## config.mk

```make
export PLATFORM = sky130hd
export DESIGN_NAME = score_display
export DESIGN_NICKNAME = d
export VERILOG_FILES = /design/src/rtl/score_display.sv
export SDC_FILE = /design/constraint.sdc
export NUM_CORES = 1
export LEC_CHECK = 0
export ABC_AREA = 1
export CAP_MARGIN = 10
export CORE_MARGIN = 2
export CORE_UTILIZATION = 35
export DETAILED_ROUTE_END_ITERATION = 8
export PLACE_DENSITY_LB_ADDON = 0.1
export SYNTH_ARGS = -nofsm -noshare
export SYNTH_HDL_FRONTEND = slang
export SYNTH_SLANG_ARGS = --single-unit
```

## constraint.sdc

```tcl
create_clock -name clk -period 3.39 [get_ports clk]
set_input_delay 0.5085 -clock clk [delete_from_list [all_inputs] [get_ports clk]]
set_output_delay 0.5085 -clock clk [all_outputs]
set_load 0.005 [all_outputs]
```

## src/rtl/score_display.sv

```systemverilog
// Score/high-score display stage: tracks the high score, converts the selected
// value to BCD with a sequential double-dabble, and scans a 4-digit 7-seg.
module score_display #(
  parameter int REFRESH_BITS = 17,
  parameter int MAX_SHOWN    = 9999
) (
  input  logic        clk,
  input  logic        rst,
  input  logic [19:0] score,
  input  logic        show_high,
  output logic [19:0] high,
  output logic [7:0]  seg,
  output logic [3:0]  an
);

  typedef enum logic [1:0] {IDLE, LOAD, SHIFT, COMMIT} state_e;
  localparam logic [19:0] MAX_V = 20'(MAX_SHOWN);

  state_e                  state_q, state_d;
  logic [19:0]             high_q, high_d;
  logic [13:0]             sh_q, sh_d;
  logic [15:0]             bcd_q, bcd_d, bcd_adj;
  logic [15:0]             disp_q, disp_d;
  logic [3:0]              bits_q, bits_d;
  logic [REFRESH_BITS-1:0] scan_q, scan_d;
  logic [7:0]              seg_q, seg_d;
  logic [3:0]              an_q, an_d;
  logic [19:0]             pick, clamped;
  logic [1:0]              dig;
  logic [3:0]              nib;
  logic                    blank;

  always_ff @(posedge clk or negedge rst) begin
    if (!rst) begin
      state_q <= IDLE;
      high_q  <= '0;
      sh_q    <= '0;
      bcd_q   <= '0;
      bits_q  <= '0;
      disp_q  <= '0;
      scan_q  <= '0;
      seg_q   <= 8'hFF;
      an_q    <= 4'hF;
    end else begin
      state_q <= state_d;
      high_q  <= high_d;
      sh_q    <= sh_d;
      bcd_q   <= bcd_d;
      bits_q  <= bits_d;
      disp_q  <= disp_d;
      scan_q  <= scan_d;
      seg_q   <= seg_d;
      an_q    <= an_d;
    end
  end

  always_comb begin
    state_d = state_q;
    case (state_q)
      IDLE:    state_d = LOAD;
      LOAD:    state_d = SHIFT;
      SHIFT:   if (bits_q == 4'd1) state_d = COMMIT;
      COMMIT:  state_d = LOAD;
      default: state_d = IDLE;
    endcase
  end

  always_comb begin
    high_d  = (score > high_q) ? score : high_q;
    pick    = show_high ? high_q : score;
    clamped = (pick > MAX_V) ? MAX_V : pick;
    bcd_adj = bcd_q;
    for (int i = 0; i < 4; i++)
      if (bcd_q[4*i +: 4] >= 4'd5) bcd_adj[4*i +: 4] = bcd_q[4*i +: 4] + 4'd3;
    sh_d   = sh_q;
    bcd_d  = bcd_q;
    bits_d = bits_q;
    disp_d = disp_q;
    case (state_q)
      LOAD: begin
        sh_d   = clamped[13:0];
        bcd_d  = '0;
        bits_d = 4'd14;
      end
      SHIFT: begin
        bcd_d  = {bcd_adj[14:0], sh_q[13]};
        sh_d   = {sh_q[12:0], 1'b0};
        bits_d = bits_q - 4'd1;
      end
      // only place the shown value changes, so a half-converted value never shows
      COMMIT:  disp_d = bcd_q;
      default: ;
    endcase
  end

  always_comb begin
    scan_d = scan_q + 1'b1;
    dig    = scan_q[REFRESH_BITS-1 -: 2];
    nib    = disp_q[4*dig +: 4];
    case (dig)
      2'd3:    blank = (disp_q[15:12] == 4'd0);
      2'd2:    blank = (disp_q[15:8]  == 8'd0);
      2'd1:    blank = (disp_q[15:4]  == 12'd0);
      default: blank = 1'b0;
    endcase
    case (nib)
      4'd0:    seg_d = 8'hC0;
      4'd1:    seg_d = 8'hF9;
      4'd2:    seg_d = 8'hA4;
      4'd3:    seg_d = 8'hB0;
      4'd4:    seg_d = 8'h99;
      4'd5:    seg_d = 8'h92;
      4'd6:    seg_d = 8'h82;
      4'd7:    seg_d = 8'hF8;
      4'd8:    seg_d = 8'h80;
      4'd9:    seg_d = 8'h90;
      default: seg_d = 8'hBF;
    endcase
    if (blank) seg_d = 8'hFF;
    if (show_high && dig == 2'd0) seg_d[7] = 1'b0;
    an_d = ~(4'd1 << dig);
  end

  assign high = high_q;
  assign seg  = seg_q;
  assign an   = an_q;

endmodule
```

==> Word-level counts from Yosys, hierarchy flattened <==
Memories as Yosys holds them, arrays and structs flattened.
Index checks and enable logic that the tools add are counted.
{ "totals": {"ff_bits": 101, "romBits": 112, "inputBits": 23, "elab_cells": 55, "memories": 1} }
{ "memory_table": {"columns": ["memory", "words", "width", "rd", "rd_clocked_by_memory_dff", "write_ports", "line", "text"], "rows": [
  ["(name not given)", 16, 7, 1, 0, 0, "106", "case (nib)"]
]} }
{ "op_classes": {"addsub": 6, "order_cmp": 6, "eq_ne": 8, "n_shift": 2, "mux": 14, "n_bitwise": 1, "reduce_logical": 8} }
{ "op_table": {"columns": ["op", "count"], "rows": [
  ["16-bit one-hot mux with 2 select lines", 1],
  ["14-bit one-hot mux with 2 select lines", 1],
  ["20-bit by 14-bit > comparator with 1-bit output (second input constant)", 1],
  ["20-bit > comparator", 1],
  ["20-bit 2-to-1 mux", 1],
  ["17-bit by 1-bit adder with 17-bit output (second input constant)", 1],
  ["4-bit by 3-bit greater-or-equal comparator with 1-bit output (second input constant)", 4],
  ["16-bit by 5-bit variable part select with 4-bit output", 1],
  ["14-bit 2-to-1 mux", 1],
  ["4-bit by 2-bit adder with 4-bit output (second input constant)", 3],
  ["12-bit zero test", 1],
  ["4-bit 2-to-1 mux", 3],
  ["2-bit equality test (second input constant)", 4],
  ["8-bit zero test", 1],
  ["8-bit 2-to-1 mux", 1],
  ["4-bit one-hot mux with 2 select lines", 1],
  ["2-bit one-hot mux with 3 select lines", 1],
  ["2-bit by 1-bit equality test with 1-bit output (second input constant)", 2],
  ["4-bit by 1-bit equality test with 1-bit output (second input constant)", 1],
  ["2-bit zero test", 2],
  ["4-bit zero test", 1],
  ["4-bit NOT", 1],
  ["1-bit by 2-bit left shift with 4-bit output (first input constant)", 1],
  ["4-bit by 1-bit subtractor with 4-bit output (second input constant)", 1],
  ["other kinds (9)", 9]
]} }

==> Logic depth before layout (Yosys ltp) <==
Gate-level depths: netlist of run 1.
{ "logic_depth": {"word_depth": 4, "ltp_mapped": 14, "mapped_depth_nobuf": 13} }

==> Worst setup path after synthesis of run 1 <==
No wires, ideal clock.
{ "synth_timing": {"path_kind": "input -> register", "start": "in score[19]", "end": "reg high_q[0], in the netlist high[0]", "setup_ns": 0.117, "arrival_ns": 1.623, "required_ns": 3.273, "slack_ns": 1.650, "cell_stages": 11, "path_buffers": 1, "cell_sequence": "ha_1 nand2_1 nor2_1 nand2_1 nor2_1 nand2_1 nand3_1 nand2_1 buf_2 nand2_1 nand2_1"} }
{ "synth_via": {"elab_chain_len": 1} }
{ "synth_rtl": {"columns": ["element", "line", "text"], "rows": [
  ["start: declaration", "9", "input logic [19:0] score,"],
  ["20-bit > comparator", "69", "high_d = (score > high_q) ? score : high_q;"],
  ["end signal: assignment", "46", "high_q <= high_d;"],
  ["end: declaration", "20", "logic [19:0] high_q, high_d;"]
]} }
No other way between the ends.
A chain may end at the register's enable or synchronous reset.

==> Worst setup path in the final report of run 1 <==
{ "layout_timing": {"start": "in score[14]", "end": "reg high_q[19], in the netlist high[19]"} }
The elaborated chain is that of the path after synthesis.

==> reports/results.ini, run 1 <==
[outcome]
status=completed

[timing]
holdWs_ns=0.191
min_period_ns=2.39
hold_viol_final=0
slew_headroom_pct=37.0
drv_slew=0
finalSetupViolCount=0
clock.fmax_mhz=418
rsz0062_at_grt=no
tightest_slew_ns=0.946
setup_tns_ns=0
worst_slack_ns=0.996
fin_crit_sh_pct=70.6
clock_skew_ns=0.00836

[synth]
synth_ff_type=dfrtp_1
ys_ff_latch=101
async_reset_ff_share_pct=100
netlist_area_sq_mm=0.00553
synth_edf_count=0
synth_nets=755
synth_warnings=0
synth.distinct_cells=33
avgSynthCellArea_sq_um=7.98
ys_seq_area_share_pct=46.0
syn_inst=693

[critical_path]
reg2reg_to=high[19]$_DFFE_PN0N_
slowest_stage=clkdlybuf4s50_1
worstSetupStartpoint=score[14]
worst_setup_path_start_kind=primary input
r2r-start=high[15]$_DFFE_PN0N_
cp-endpoint=high[19]$_DFFE_PN0N_
cp_num_buf_inv=1
reg2reg_depth=11
crit_path_max_incr_delay_ns=0.47
worstSetupPathType=in -> reg
cp_data_arrival_time_ns=2.63
crit_cells=11
path_common_cell=nand2_1
rrSetupSlack_ns=1.19
crit_fanout=20
crit_path_cell_trace=clkdlybuf4s50_1, ha_1, nand2_1, nor2_1, nand2_1, nor2_1, nand2_1, nand3_1, nand2_1, nand2_1, nand2_1
cp_data_required_time_ns=3.63
cp-end-kind=register
crit_family=simple AND/OR/NAND/NOR gates

[floorplanning]
rows=45
dieArea_sq_mm=0.0168
die_x_microns=130
core_sq_mm=0.0153
die_height_microns=130
num_io_pins=55
start_util_pct=36.1

[layout]
fin_area_sq_mm=0.00655
mostFrequentLayoutCells=nand2_1, inv_1, dfrtp_1
final_common_cell=nand2_1
drive_gt1_share_pct=5.62
antenna_cells=0
area_growth_pct=18.5
fin_nets=804

[clock_network]
htreeDepth=3
cts_buffers=9
hold_buffers=0
cts_setup_buffers=0
clkSinkCount=101
cts_tree=done
ctsLongestPathBuffers=2
cts_root_buf=clkbuf_16
clk_latency_ns=0.35
cts.repair.resized=0
clk_pin_slew_ns=0.07

[detailed_routing]
firstDrtPassIters=4
viasPerCell=4.66
drt_iter0_drc=189
drt_wl_total_mm=12.1
dr_total_vias=4461
wl_per_cell_microns=12.7
ant_nets=0
drc=0

[power_and_ir_drop]
p_leak_nw=3.24
p_per_area_mw_per_mm2=691
ir_drop_uv=305

[placed_design]
dp_hpwl_mm=8.94
port_buffers=54
place_area_sq_mm=0.00626
place_congestion=0.815
pre_cts_ws_ns=0.589

[global_routing]
grt_first_pass_wirelength_mm=20.9
grt_pass1_vias=4448
antenna_found_initial=0
overflow=0
grt_max_degree=53
grtUsageTotal_pct=15.8

[hold_path]
worst_hold_path_type=in -> async

[flow_run]
cap_violations=0

[synth_stat cells (6+ instances only)]
library cell,count,area [sq um]
nor2_1,60,225
o21ai_0,48,240
inv_1,105,394
buf_2,6,30.0
dfrtp_1,89,2230
o22ai_1,12,75.1
nand2_1,181,679
ha_1,39,488
nand3_1,45,225
xor2_1,12,105
clkbuf_1,10,37.5
dfstp_2,12,315
xnor2_1,6,52.6
a21oi_1,25,125
[power breakdown]
group	internal, W	switching [W]
Combinational	0.000733	0.000946
Clock	0.000571	0.000452
Sequential	0.00156	0.000264
[registers in the layout (all words and copies together) (netlist names)]
name     count
scan_q      17
disp_q      16
state_q      2
high        20
bcd_q       16
sh_q        14
an           4
bits_q       4
seg          8
[routing by layer]
metal	global-route usage (%)	vias up	wire length, microns
li1	-	2292	-
met1	19.5	2104	5590
met2	27.6	55	6050
met3	3.47	10	334
met4	4.93	0	140
met5	0	-	0
[stage by stage]
stage,util [%],power [W],std cells
4_1_cts,42.8,0.00460,958
3_5_place_dp,40.9,0.00355,942
6_report,42.8,0.00452,958
3_3_place_gp,40.9,0.00350,942
5_1_grt,42.8,0.00493,958
2_1_floorplan,-,0.00282,693
[worst min-delay path by stage]
stage	cells after the start	from	slack [ns]	endpoint
2_1_floorplan	0	rst	0.21	bcd_q[0]$_DFFE_PN0P_
3_3_place_gp	1	scan_q[0]$_DFF_PN0_	0.43	scan_q[0]$_DFF_PN0_
3_5_place_dp	1	scan_q[0]$_DFF_PN0_	0.45	scan_q[0]$_DFF_PN0_
4_1_cts	1	rst	0.21	disp_q[4]$_DFFE_PN0N_
5_1_grt	1	rst	0.24	disp_q[6]$_DFFE_PN0N_
6_report	1	rst	0.19	disp_q[3]$_DFFE_PN0N_
[cell type report]
class	instances	area (sq um)
Fill cell	1587	8760
Sequential cell	101	2540
Multi-Input combinational cell	463	2460
Timing Repair Buffer	58	581
Inverter	109	417
Tap cell	211	264
Clock buffer	10	229
Clock inverter	6	63.8
[cell families after synthesis]
family,count (synthesis),share of synthesized area (%)
and+or+nand+nor,304,22.6
adders and majority gates,39,8.83
xor gates and xnor gates,18,2.85
AOI/OAI and AO/OA,102,10.2
DFF,101,46.0
buffers and inverters,129,9.57
(Power assumes the default switching activity.)
==> run 2, diff against run 1 <==
==> constraint.sdc (replaced) <==
create_clock -name clk -period 2.4 [get_ports clk]
set_input_delay 0.36 -clock clk [delete_from_list [all_inputs] [get_ports clk]]
set_output_delay 0.36 -clock clk [all_outputs]
set_load 0.005 [all_outputs]
==> reports/results.ini, run 2 (synthesized netlist as in run 1, its figures left out) <==
[timing]
slew_headroom_pct=63.1
finalSetupViolCount=0
tightest_slew_ns=0.554
hold_viol_final=0
min_period_ns=1.93
fin_crit_sh_pct=80.6
clock_skew_ns=0.00972
clock.fmax_mhz=517
drv_slew=0
rsz0062_at_grt=no
setup_tns_ns=0
holdWs_ns=0.0686

[global_routing]
grtUsageTotal_pct=15.8
antenna_found_initial=0
grt_max_degree=102
overflow=0
grt_pass1_vias=4569
grt_first_pass_wirelength_mm=21.2

[power_and_ir_drop]
p_leak_nw=3.29
p_per_area_mw_per_mm2=961
p_int_w=0.00399
p_sw_share_pct=37.3
p_switching_w=0.00237
pwr-share-seq_pct=40.3
ir_drop_uv=474
clockPowerShare_pct=21.6
pwr-share-comb_pct=38.1

[critical_path]
slowest_stage=clkdlybuf4s50_1
worst_setup_path_start_kind=primary input
cp_data_required_time_ns=2.64
crit_fanout=11
crit_path_max_incr_delay_ns=0.46
cp-end-kind=register
cp_data_arrival_time_ns=2.18
path_common_cell=nand2_1
worstSetupPathType=in -> reg
crit_path_cell_trace=clkdlybuf4s50_1, ha_1, nand2_1, nor2_1, nand2_1, nor2_1, nand2_1, nand3_1, nand2_1, buf_4, nand2_1, nand2_1

[floorplanning]
rows=45
dieArea_sq_mm=0.0168
num_io_pins=55
die_x_microns=130
core_sq_mm=0.0153
die_height_microns=130
start_util_pct=36.1

[layout]
largest_reg_flops=20
drive_gt1_share_pct=6.86
fin_nets=815
final_common_cell=nand2_1
mostFrequentLayoutCells=nand2_1, inv_1, dfrtp_1
area_growth_pct=19.8
antenna_cells=0

[clock_network]
cts_tree=done
clkSinkCount=101
ctsLongestPathBuffers=2
cts_setup_buffers=0
cts_root_buf=clkbuf_16
clk_pin_slew_ns=0.07
cts.repair.resized=0
cts_buffers=9
clk_latency_ns=0.36
htreeDepth=3
hold_buffers=0

[hold_path]
worst_hold_path_type=in -> async

[detailed_routing]
viasPerCell=4.68
wl_per_cell_microns=12.5
ant_nets=0
dr_total_vias=4535
drt_iter0_drc=165
firstDrtPassIters=4
drc=0
drt_wl_total_mm=12.1

[flow_run]
cap_violations=0

[placed_design]
dp_hpwl_mm=8.83
place_congestion=0.811
port_buffers=54

[outcome]
status=completed

-- run 2: changes by cell type in the layout (fill, tap and decap cells not counted), sizes merged --
cell      delta
buf         +11
clkinvlp     -2
inv          +2
bufinv       -1
clkbuf       +1
-- run 2: worst max-delay path: cells and delay by family --
family                   cells  cell delay [ns]
adder cells (fa/ha/maj)      1             0.33
AND/OR/NAND/NOR              9             0.86
buffers and inverters        2             0.64
-- run 2: metal layers --
layer / global-route usage [%] / share of wire [%] / wire, microns
met4: 5.50 / 1.5 / 187
met5: 0 / 0 / 0
met2: 27.1 / 49 / 5920
met1: 19.6 / 46 / 5540
met3: 3.30 / 3.4 / 415
-- run 2: area by class of cell --
class / instances / area [sq um]
tap: 211 / 264
fill: 1558 / 8690
timing repair buffer: 69 / 676
sequential: 101 / 2540
multi-input combinational: 463 / 2460
clock inverter: 5 / 36.3
inverter: 109 / 417
clock buffer: 11 / 233
-- run 2: worst paths after layout --
path / start / end / slack (ns) / depth (start not counted)
max in group asynchronous: rst / high[0]$_DFFE_PN0N_ / 1.92 / 2
worst min-delay path: rst / disp_q[10]$_DFFE_PN0N_ / 0.07 / 2
worst min register to register: scan_q[0]$_DFF_PN0_ / scan_q[0]$_DFF_PN0_ / 0.45 / 1
worst max-delay path: score[19] / high[10]$_DFFE_PN0N_ / 0.47 / 12
min in group clk: scan_q[0]$_DFF_PN0_ / scan_q[0]$_DFF_PN0_ / 0.45 / 1
worst max register to register: high[19]$_DFFE_PN0N_ / high[10]$_DFFE_PN0N_ / 0.51 / 12
-- run 2: power by group through the flow --
stage	Sequential (W)	Clock [W]	Combinational, W
finish	0.00257	0.00137	0.00243
global route	0.00264	0.00149	0.00281
CTS	0.00257	0.00142	0.00246
detailed placement	0.00260	0	0.00245
global placement	0.00260	0	0.00241
floorplan	0.00253	0	0.00145
-- run 2: metrics by stage --
step | std cells | total power (W) | area [sq um] | utilization, % | worst slack [ns]
floorplan | 693 | 0.00398 | 5530 | - | 0.744
global placement | 953 | 0.00501 | 6350 | 41.5 | 0.116
detailed placement | 953 | 0.00505 | 6350 | 41.5 | 0.0809
CTS | 969 | 0.00646 | 6620 | 43.3 | 0.465
global route | 969 | 0.00694 | 6620 | 43.3 | 0.248
finish | 969 | 0.00637 | 6620 | 43.3 | 0.466
==> run 3, diff against run 2 <==
==> constraint.sdc (replaced) <==
create_clock -name clk -period 1.95 [get_ports clk]
set_input_delay 0.2925 -clock clk [delete_from_list [all_inputs] [get_ports clk]]
set_output_delay 0.2925 -clock clk [all_outputs]
set_load 0.005 [all_outputs]
==> reports/results.ini, run 3 (synthesized netlist as in run 1, its figures left out) <==
[timing]
tightest_slew_ns=0.539
finalSetupViolCount=0
fin_crit_sh_pct=93.1
hold_viol_final=0
clock_skew_ns=0.00955
rsz0062_at_grt=yes
drv_slew=0
clock.fmax_mhz=551
min_period_ns=1.81
slew_headroom_pct=64.1
worst_slack_ns=0.135

[placed_design]
pre_cts_ws_ns=-0.312
dp_hpwl_mm=9.54
dp.cells=999
place_congestion=0.851
port_buffers=54

[hold_path]
worst_hold_path_type=reg -> reg
whs_path_depth=1

[global_routing]
grt_use_met1_pct=20.3
grtUsageTotal_pct=16.4
grt_max_degree=41
grt_first_pass_wirelength_mm=21.8
busiest_layer=met2
met2_usage_pct=28.5
antenna_found_initial=0
overflow=0
grt_pass1_vias=4778
grt_use_met3_pct=3.43

[outcome]
status=completed

[power_and_ir_drop]
p_leak_nw=3.55
p_per_area_mw_per_mm2=1170
ir_drop_uv=629
total_power_w=0.00830

[critical_path]
crit_family=simple AND/OR/NAND/NOR gates
worst_setup_path_start_kind=register
cp-end-kind=register
crit_cells=11
cp-endpoint=seg[5]$_DFF_PN1_
reg2reg_to=seg[5]$_DFF_PN1_
cp_data_required_time_ns=2.21
path_common_cell=nand2_1
reg2reg_depth=11
crit_fanout=5
worstSetupStartpoint=scan_q[16]$_DFF_PN0_
cp_num_buf_inv=3
r2r-start=scan_q[16]$_DFF_PN0_
cp_data_arrival_time_ns=2.07
rrSetupSlack_ns=0.14
slowest_stage=dfrtp_1
worstSetupPathType=reg -> reg
crit_path_cell_trace=inv_1, nand2_1, nor2_1, nor3_1, buf_4, inv_1, ha_1, nand2_1, o21ai_0, nand2_1, nand3_1
crit_path_max_incr_delay_ns=0.43

[layout]
drive_gt1_share_pct=13.6
mostFrequentLayoutCells=nand2_1, inv_1, dfrtp_1
final_common_cell=nand2_1
fin_nets=866
final_cells=1020
largest_reg_flops=20
area_growth_pct=27.8
antenna_cells=0

[detailed_routing]
drt_iter0_drc=173
ant_nets=0
firstDrtPassIters=4
drc=0
viasPerCell=4.58
drt_wl_total_mm=12.6
dr_total_vias=4674
wl_per_cell_microns=12.3

[floorplanning]
die_x_microns=130
start_util_pct=36.1
die_height_microns=130
rows=45
num_io_pins=55
core_sq_mm=0.0153
dieArea_sq_mm=0.0168

[clock_network]
cts_root_buf=clkbuf_16
clk_pin_slew_ns=0.07
htreeDepth=3
ctsLongestPathBuffers=2
cts_buffers=9
clkSinkCount=101
cts_tree=done
clk_latency_ns=0.35

[flow_run]
cap_violations=0

run 3: cell types whose count changed in the layout (fill, tap and decap cells not counted), moves of 2 or more:
| cell | change |
|---|---|
| buf_4 | +49 |
| nor2_1 | -4 |
| nor2_2 | +4 |
| clkbuf_8 | +2 |
| clkinv_2 | -2 |
| clkinv_4 | +2 |
| inv_6 | -2 |
run 3: cell type report:
class                           instances  area [sq um]
Fill cell                            1563          8250
Timing Repair Buffer                  120          1070
Tap cell                              211           264
Sequential cell                       101          2540
Multi-Input combinational cell        463          2470
Clock inverter                          4          33.8
Clock buffer                           12           256
Inverter                              109           417
run 3: how the worst min path moves through the flow:
stage	startpoint	endpoint
floorplan	rst	bcd_q[0]$_DFFE_PN0P_
global placement	rst	disp_q[11]$_DFFE_PN0N_
detailed placement	rst	disp_q[11]$_DFFE_PN0N_
CTS	scan_q[0]$_DFF_PN0_	scan_q[0]$_DFF_PN0_
global route	scan_q[0]$_DFF_PN0_	scan_q[0]$_DFF_PN0_
finish	scan_q[0]$_DFF_PN0_	scan_q[0]$_DFF_PN0_
run 3: what timing repair did:
action,in CTS,in global routing
gates resized for setup,0,8
buffers inserted,0,4
endpoints found under the hold margin,26,0
endpoints found under the setup margin,0,23
hold buffers,1,0
run 3: through the flow:
| stage | hold WS (ns) | area (sq um) | util, % | setup TNS, ns |
|---|---|---|---|---|
| detailed placement | 0.321 | 6710 | 43.8 | -7.13 |
| CTS | 0.462 | 7010 | 45.8 | 0 |
| finish | 0.461 | 7060 | 46.1 | 0 |
| floorplan | -0.00309 | 5530 | - | 0 |
| global route | 0.486 | 7060 | 46.1 | -0.375 |
| global placement | 0.321 | 6710 | 43.8 | -6.06 |
run 3: power by group:
| part | switching (W) | internal, W |
|---|---|---|
| sequential | 0.000409 | 0.00271 |
| combinational | 0.00179 | 0.00164 |
| clock | 0.000808 | 0.000943 |
| total | 0.00301 | 0.00529 |
run 3: routing by layer:
layer	part of all wire, %	vias to the layer above
li1	-	2415
met2	49	67
met5	0	-
met1	47	2177
met4	1.6	0
met3	2.8	15
